[src/rtl/configure.sv]
// rtl/configure.sv - shared configuration constants, CLINT register decode and byte-merge helpers
package configure;

  // RTC half-period in core clocks, minus one
  localparam int unsigned clk_divider_rtc = 4;

  localparam logic [31:0] clint_base_addr = 32'h0200_0000;
  localparam logic [31:0] clint_top_addr  = 32'h0200_ffff;

  localparam logic [15:0] clint_msip_off     = 16'h0000;
  localparam logic [15:0] clint_mtimecmp_off = 16'h4000;
  localparam logic [15:0] clint_mtime_off    = 16'hbff8;

  typedef enum logic [2:0] {
    reg_none,
    reg_msip,
    reg_cmp_lo,
    reg_cmp_hi,
    reg_time_lo,
    reg_time_hi
  } clint_reg_e;

  // Word-aligned offset decode; anything unmapped falls to reg_none
  function automatic clint_reg_e decode_reg(input logic [13:0] word_addr);
    logic [15:0] off;
    off = {word_addr, 2'b00};
    decode_reg = reg_none;
    if (off == clint_msip_off)                    decode_reg = reg_msip;
    else if (off == clint_mtimecmp_off)           decode_reg = reg_cmp_lo;
    else if (off == clint_mtimecmp_off + 16'd4)   decode_reg = reg_cmp_hi;
    else if (off == clint_mtime_off)              decode_reg = reg_time_lo;
    else if (off == clint_mtime_off + 16'd4)      decode_reg = reg_time_hi;
  endfunction

  // Replace only the byte lanes enabled in strb
  function automatic logic [31:0] merge_bytes(input logic [31:0] old,
                                               input logic [31:0] wdata,
                                               input logic [3:0]  strb);
    for (int i = 0; i < 4; i++) begin
      merge_bytes[8*i +: 8] = strb[i] ? wdata[8*i +: 8] : old[8*i +: 8];
    end
  endfunction

endpackage

[src/rtl/clint_rtc_div.sv]
// rtl/clint_rtc_div.sv - RTC divider producing a one-cycle mtime increment pulse
module clint_rtc_div #(
  parameter int unsigned clk_divider_rtc = configure::clk_divider_rtc
) (
  input  logic clock,
  input  logic reset,
  output logic rtc_tick
);

  localparam int cnt_w = (clk_divider_rtc < 1) ? 1 : $clog2(clk_divider_rtc + 1);
  localparam logic [cnt_w-1:0] cnt_last = cnt_w'(clk_divider_rtc);

  logic [cnt_w-1:0] div_cnt;
  logic             rtc_phase;
  logic             cnt_wrap;

  assign cnt_wrap = (div_cnt == cnt_last);

  // The tick is the wrap that moves rtc_phase from 0 to 1, so it lands in
  // the same cycle as that edge of the RTC rather than one cycle later.
  assign rtc_tick = cnt_wrap & ~rtc_phase;

  // Half-period counter and RTC phase; the phase flips on every wrap
  always_ff @(posedge clock or posedge reset) begin
    if (reset) begin
      div_cnt   <= '0;
      rtc_phase <= 1'b0;
    end else if (cnt_wrap) begin
      div_cnt   <= '0;
      rtc_phase <= ~rtc_phase;
    end else begin
      div_cnt   <= div_cnt + cnt_w'(1);
    end
  end

endmodule

[src/rtl/clint.sv]
// rtl/clint.sv - core-local interruptor: mtime/mtimecmp/msip registers and interrupt lines
module clint
  import configure::*;
#(
  parameter int unsigned clk_divider_rtc = configure::clk_divider_rtc
) (
  input  logic        reset,
  input  logic        clock,
  input  logic        mem_valid,
  input  logic        mem_instr,
  input  logic [31:0] mem_addr,
  input  logic [31:0] mem_wdata,
  input  logic [3:0]  mem_wstrb,
  output logic [31:0] mem_rdata,
  output logic        mem_ready,
  output logic [63:0] mtime,
  output logic        m_soft_irq,
  output logic        m_timer_irq
);

  logic [63:0] mtime_q;
  logic [63:0] mtimecmp_q;
  logic        msip_q;
  logic        rtc_tick;
  clint_reg_e  sel;
  logic        wr_en;
  logic [31:0] rd_word;
  logic        unused_addr_bits;

  // The address decoder upstream already qualified the range, so the upper
  // bits and the byte offset carry no information here.
  assign unused_addr_bits = ^{mem_addr[31:16], mem_addr[1:0]};

  assign sel   = decode_reg(mem_addr[15:2]);
  assign wr_en = mem_valid & ~mem_instr & (|mem_wstrb);
  assign mtime = mtime_q;

  clint_rtc_div #(
    .clk_divider_rtc(clk_divider_rtc)
  ) u_rtc_div (
    .clock   (clock),
    .reset   (reset),
    .rtc_tick(rtc_tick)
  );

  // Read mux over the current register values (before any same-cycle write)
  always_comb begin
    rd_word = '0;
    case (sel)
      reg_msip:    rd_word = {31'b0, msip_q};
      reg_cmp_lo:  rd_word = mtimecmp_q[31:0];
      reg_cmp_hi:  rd_word = mtimecmp_q[63:32];
      reg_time_lo: rd_word = mtime_q[31:0];
      reg_time_hi: rd_word = mtime_q[63:32];
      default:     rd_word = '0;
    endcase
  end

  // Single-cycle response: every request gets exactly one ready pulse
  always_ff @(posedge clock or posedge reset) begin
    if (reset) begin
      mem_ready <= 1'b0;
      mem_rdata <= '0;
    end else begin
      mem_ready <= mem_valid;
      mem_rdata <= mem_valid ? rd_word : 32'h0;
    end
  end

  // mtime: a bus write to either half wins over the RTC tick for all 64 bits
  always_ff @(posedge clock or posedge reset) begin
    if (reset) begin
      mtime_q <= '0;
    end else if (wr_en && sel == reg_time_lo) begin
      mtime_q[31:0] <= merge_bytes(mtime_q[31:0], mem_wdata, mem_wstrb);
    end else if (wr_en && sel == reg_time_hi) begin
      mtime_q[63:32] <= merge_bytes(mtime_q[63:32], mem_wdata, mem_wstrb);
    end else if (rtc_tick) begin
      mtime_q <= mtime_q + 64'd1;
    end
  end

  // mtimecmp and msip byte-granular writes
  always_ff @(posedge clock or posedge reset) begin
    if (reset) begin
      mtimecmp_q <= '1;
      msip_q     <= 1'b0;
    end else if (wr_en) begin
      case (sel)
        reg_cmp_lo: mtimecmp_q[31:0]  <= merge_bytes(mtimecmp_q[31:0], mem_wdata, mem_wstrb);
        reg_cmp_hi: mtimecmp_q[63:32] <= merge_bytes(mtimecmp_q[63:32], mem_wdata, mem_wstrb);
        reg_msip:   if (mem_wstrb[0]) msip_q <= mem_wdata[0];
        default:    ;
      endcase
    end
  end

  // Interrupt lines are registered copies of the current register state
  always_ff @(posedge clock or posedge reset) begin
    if (reset) begin
      m_timer_irq <= 1'b0;
      m_soft_irq  <= 1'b0;
    end else begin
      m_timer_irq <= (mtime_q >= mtimecmp_q);
      m_soft_irq  <= msip_q;
    end
  end

endmodule

[config.mk]
export PLATFORM = sky130hd
export DESIGN_NAME = clint
export DESIGN_NICKNAME = d
export VERILOG_FILES = /design/src/rtl/configure.sv /design/src/rtl/clint_rtc_div.sv /design/src/rtl/clint.sv
export SDC_FILE = /design/constraint.sdc
export NUM_CORES = 1
export LEC_CHECK = 0
export BUFFER_PORTS_ARGS = -buffer_cell sky130_fd_sc_hd__buf_2
export CORE_MARGIN = 4
export CORE_UTILIZATION = 40
export DETAILED_ROUTE_END_ITERATION = 7
export GPL_ROUTABILITY_DRIVEN = 1
export HOLD_SLACK_MARGIN = 0.08
export PLACE_DENSITY = 0.67
export SYNTH_ARGS = -nofsm -noshare
export SYNTH_HDL_FRONTEND = slang
export SYNTH_SLANG_ARGS = --single-unit
[constraint.sdc]
create_clock -name clock -period 7.37 [get_ports clock]
set_input_delay 0.737 -clock clock [delete_from_list [all_inputs] [get_ports clock]]
set_output_delay 0.737 -clock clock [all_outputs]
set_load 0.05 [all_outputs]
Word-level counts from Yosys, hierarchy flattened. Cells that the tools add are included.

Muxes and demuxes: 16. Reductions and logical operators: 23. Add/sub/neg operators: 2. Eq/ne operators: 19. Bitwise gates (word level): 6. Magnitude comparators: 1.

Operators with widths (number): 32-bit one-hot mux with 5 select lines (1); 32-bit two-way mux (4); 64-bit by 1-bit adder with 64-bit output (second input constant) (1); 64-bit greater-or-equal comparator (1); 64-bit two-way mux (1); 3-bit AND reduction (17); 8-bit two-way mux (4); 14-bit by 13-bit == test with 1-bit output (second input constant) (2); 14-bit == test (second input constant) (2); 3-bit two-way mux (6); 2-bit != test (second input constant) (9); 14-bit logical NOT (1); 3-bit == test (second input constant) (3); 3-bit by 2-bit == test with 1-bit output (second input constant) (2); 2-bit nonzero test (2); 4-bit OR reduction (1); 3-bit by 1-bit adder with 3-bit output (second input constant) (1); 1-bit AND (3); 3-bit by 1-bit == test with 1-bit output (second input constant) (1); 1-bit NOT (3); 1-bit logical AND (2).

Flip-flop bits (word level): 168. Output and inout port bits: 99. Input bits: 72.

Longest topological paths before layout.
Depth after elaboration: 10. Mapped depth: 10. Gate-level depth less buffers: 8.

Modules after synthesis. From an unflattened synthesis, not the netlist that was laid out.

Cell total of the unflattened synthesis: 1180. Area total of the unflattened synthesis: 10717.8 um^2.

Modules (own cells, without submodules): clint (instances 1, area each 10541.4 um^2, cells an instance 1165, seq. area each 4184.0 um^2); clint_rtc_div (instances 1, area each 176.4 um^2, cells an instance 15, seq. area each 100.1 um^2).

Least setup slack after synthesis. OpenSTA, ideal clock, no wires.

Path kind: input to register. Start point: in mem_wstrb[1]. End point: reg mtime_q[61] (netlist: mtime[61]). Data arrival time: 2.736 ns. Setup slack: 4.565 ns. Buffers on the path: 2. Stages on the path: 7. Path through: buf_2 -> o41ai_2 -> nor3_2 -> or4_1 -> buf_2 -> or4_1 -> nand3_1.

Longest elaborated chain between the ends: 5. Elaborated cells between the ends (all ways): 9. Classes of those cells: eq/ne: 1; mux: 1; bitwise: 2; reduce/logical: 5.

Ends and longest elaborated chain: from (decl) (RTL line clint.sv:13) `input logic [3:0] mem_wstrb,`; 4-bit OR reduction * (RTL line clint.sv:35) `assign wr_en = mem_valid & ~mem_instr & (|mem_wstrb);`; 1-bit AND * (RTL line clint.sv:35); 1-bit logical AND, on equally long branches (RTL line clint.sv:76, clint.sv:74); 2-bit != test (no line), or another cell as far along; 3-bit AND reduction (no line); to (signal assigned) (RTL line clint.sv:77) `mtime_q[63:32] <= merge_bytes(mtime_q[63:32], mem_wdata, mem_wstrb);`; to (signal assigned) (RTL line clint.sv:79) `mtime_q <= mtime_q + 64'd1;`; to (decl) (RTL line clint.sv:21) `logic [63:0] mtime_q;`.

Every way passes the cells marked *; elsewhere a longest branch is shown, timed or not. A chain may end at the register's enable or synchronous reset.

Worst setup path after layout.
Start point: reg mtime_q[2] (netlist: mtime[2]). End point: reg mtime_q[49] (netlist: mtime[49]).

Longest elaborated chain between the ends: 3.

Ends and longest elaborated chain: from (signal assigned) (RTL line clint.sv:75) `mtime_q[31:0] <= merge_bytes(mtime_q[31:0], mem_wdata, mem_wstrb);`; from (signal assigned) (RTL line clint.sv:79); 64-bit by 1-bit adder with 64-bit output (RTL line clint.sv:79); 64-bit two-way mux (RTL line clint.sv:78) `end else if (rtc_tick) begin`; 32-bit two-way mux (RTL line clint.sv:76) `end else if (wr_en && sel == reg_time_hi) begin`.

Every way passes these cells. The select of a mux whose other input is x is not followed.

==> results.py <==
metrics = {
    "status": {
        "status": "finished, final reports clean",
    },
    "sta": {
        "fmax_mhz": 266.7,
        "finalSetupViolCount": 0,
        "setup_ws_ps": 3620,
        "finalHoldViolations": 0,
        "timing.final.crit_share_pct": 50.88,
        "grt_setup_unrepaired": "no",
        "final.setup.tns_ps": 0,
        "slew_headroom_pct": 19.54,
        "drv_slew": 0,
        "post-route-min-period_ps": 3750,
        "worst_pin_slew_ps": 1198,
        "final.setup_skew_ps": 7.636,
    },
    "pwr": {
        "swShare_pct": 23.80,
        "comb_power_share_pct": 3.6,
        "irDropWorstVdd_mv": 0.1309,
        "power.total_uw": 2003,
        "power_frac_clock_pct": 50.2,
        "power_density_mw_per_mm2": 165.2,
        "switchingPower_uw": 476.8,
        "leakage_uw": 0.005731,
        "seqPwrFrac_pct": 46.2,
        "power.internal_uw": 1526,
    },
    "setup_path": {
        "worstPathArrival_ps": 4090,
        "crit_slowest_cell": "nor3_1",
        "end_kind": "register",
        "path_max_fanout": 16,
        "r2r_start": "mtime[2]",
        "critical_path_buf_inv_count": 0,
        "cp-start-kind": "register",
        "crit_chain": "nand4_1 > nor4_2 > nand4_1 > nor3_1 > nand4_1 > a22oi_1",
        "worstPathRequired_ps": 7710,
        "critical_path_class": "reg -> reg",
        "path_common_cell": "nand4_1",
        "worstSetupStartpoint": "mtime[2]",
        "slowest_delay_ps": 1110,
        "cpLargestDelayFamily": "simple AND/OR/NAND/NOR gates",
    },
    "clocking": {
        "cts_made_buffers": 17,
        "cts.path.max_buffers": 2,
        "cts_resized": 0,
        "cts-hold-fix-buffers": 0,
        "postCtsSetupRepairBufs": 0,
        "clkLatencyLatePin_ps": 440,
        "cts_tree": "built",
        "clkSlewWorstSetupHoldPaths_ps": 70,
        "htreeDepth": 4,
        "clock_sinks": 168,
        "cts-root-buf": "clkbuf_16",
    },
    "detailed_routing": {
        "vias": 10120,
        "wl_microns": 36180,
        "antenna_left": 0,
        "drt_iter0_drc": 1442,
        "route.detailed.drc": 0,
        "via_per_inst": 6.247,
        "wl_per_cell_microns": 22.33,
        "first_pass_iters": 5,
    },
    "final_layout": {
        "regArea_sq_mm": 0.004284,
        "layout_commonest_cell": "buf_2",
        "multi_input_area_sq_mm": 0.005600,
        "layout.nets": 1416,
        "drive_gt1_share_pct": 25.12,
        "antenna_cells": 0,
        "layout_common_cells": "buf_2 (152), nand2_1 (114), dfrtp_1 (104), a21oi_1 (92), o21ai_0 (85)",
        "syn2layout_area_growth_pct": 16.42,
        "final_core_utilization_pct": 47.75,
        "fillCellCount": 2465,
    },
    "logic_synthesis": {
        "ys_types": 73,
        "async_reset_ff_share_pct": 100.0,
        "yosysWarnings": 0,
        "syn_area_per_cell_sq_um": 9.027,
        "synth_cells": 1154,
        "syn_area_sq_mm": 0.01042,
        "yosysTopAreaCell": "dfrtp_1",
        "seq_area_frac_synth_pct": 41.12,
        "synth_top_area_share_pct": 24.98,
        "synth-edff-count": 0,
        "synth_flop_cell": "dfrtp_1",
        "synth_seq_cells": 168,
        "synth.area.top_cells": "dfrtp_1 (25%), dfstp_2 (16%), ha_1 (8.0%)",
        "syn_nets": 1293,
    },
    "floorplanning": {
        "fp.dieH_microns": 169.4,
        "core.rowCount": 58,
        "start_util_pct": 41.01,
        "die_area_sq_mm": 0.02869,
        "core_sq_mm": 0.02540,
        "die_x_microns": 169.4,
        "io_pins": 171,
    },
    "grt": {
        "grt_pass1_vias": 9607,
        "grt_pass1_wl_microns": 56140,
        "grt_usage_pct": 24.83,
        "antenna_found_initial": 0,
        "overflow": 0,
        "grt_start_max_net_pins": 64,
    },
    "placed_design": {
        "io_buffers": 152,
        "gp_congestion": 0.9033,
        "dp_hpwl_microns": 25590,
        "dp_slack_ps": 3578,
    },
    "job": {
        "drv_cap": 0,
    },
    "worst_hold_path": {
        "hold_class": "in -> async",
    },
}
[flip-flops by register name, indices dropped and copies added (netlist names)]
name                 flops
mtime                   64
mtimecmp_q              64
mem_rdata               32
u_rtc_div.div_cnt        3
m_soft_irq               1
m_timer_irq              1
mem_ready                1
msip_q                   1
u_rtc_div.rtc_phase      1
[synthesized netlist by cell type, types with 8 or more instances]
library cell and n:
a211oi_1 11, a21o_1 16, a21oi_1 92, a222oi_1 19
a22o_1 30, a22oi_1 15, a31oi_1 8, and2_1 9
and3_1 20, clkbuf_1 52, dfrtp_1 104, dfstp_2 64
ha_1 67, inv_1 81, mux2_2 33, nand2_1 114
nand3_1 42, nand4_1 48, nor2_1 66, nor3_1 21
nor4_1 25, o211ai_1 14, o21ai_0 86, o22ai_1 14
or4_1 8
[per-layer routing]
layer | vias up | wire [microns] | global-route usage (%)
li1 | 4579 | - | -
met1 | 4979 | 15800 | 35.26
met2 | 511 | 16690 | 39.25
met3 | 51 | 3006 | 4.519
met4 | 0 | 681 | 6.685
met5 | - | 0 | 0
[power by group through the flow]
stage | clock, uW | sequential [uW] | combinational, uW
after floorplan | 0 | 942 | 26.1
after global placement | 0 | 941 | 71.7
after detailed placement | 0 | 941 | 72.1
after CTS | 1020 | 925 | 72.2
after global routing | 1050 | 924 | 78.1
final | 1010 | 925 | 72.2
[kinds of logic after synthesis]
group | after synthesis | share of synthesized area, %
buffers and inverters | 144 | 5.453
AOI/OAI and AO/OA | 351 | 22.21
muxes | 36 | 3.855
and+or+nand+nor | 387 | 19.23
adders and majority gates | 67 | 8.047
DFF | 168 | 41.12
xor gates and xnor gates | 1 | 0.08409
[per-stage QoR]
stage | cell area [sq um] | instances | hold WS, ps
after floorplan | 10420 | 1154 | 369.0
after global placement | 11480 | 1588 | 397.7
after detailed placement | 11480 | 1588 | 391.4
after CTS | 12130 | 1620 | 385.4
after global routing | 12130 | 1620 | 403.2
final | 12130 | 1620 | 362.5
[worst paths after layout]
path                            endpoint  slack (ps)  cells after the start
setup / recovery               mtime[49]        3620                      6
hold / removal             mem_rdata[19]         360                      2
setup reg to reg               mtime[49]        3620                      6
hold reg to reg               m_soft_irq         410                      0
max in group asynchronous       mtime[6]        5760                      3
min in group clock            m_soft_irq         410                      0
[final cells by class]
cell class / instances / share of cell area, %
Clock buffer: 18 / 3.621
Sequential cell: 168 / 35.32
Clock inverter: 14 / 1.723
Multi-Input combinational cell: 842 / 46.18
Inverter: 81 / 2.548
Timing Repair Buffer: 167 / 7.201
Tap cell: 330 / 3.405
Power figures use the tool's default switching activity.
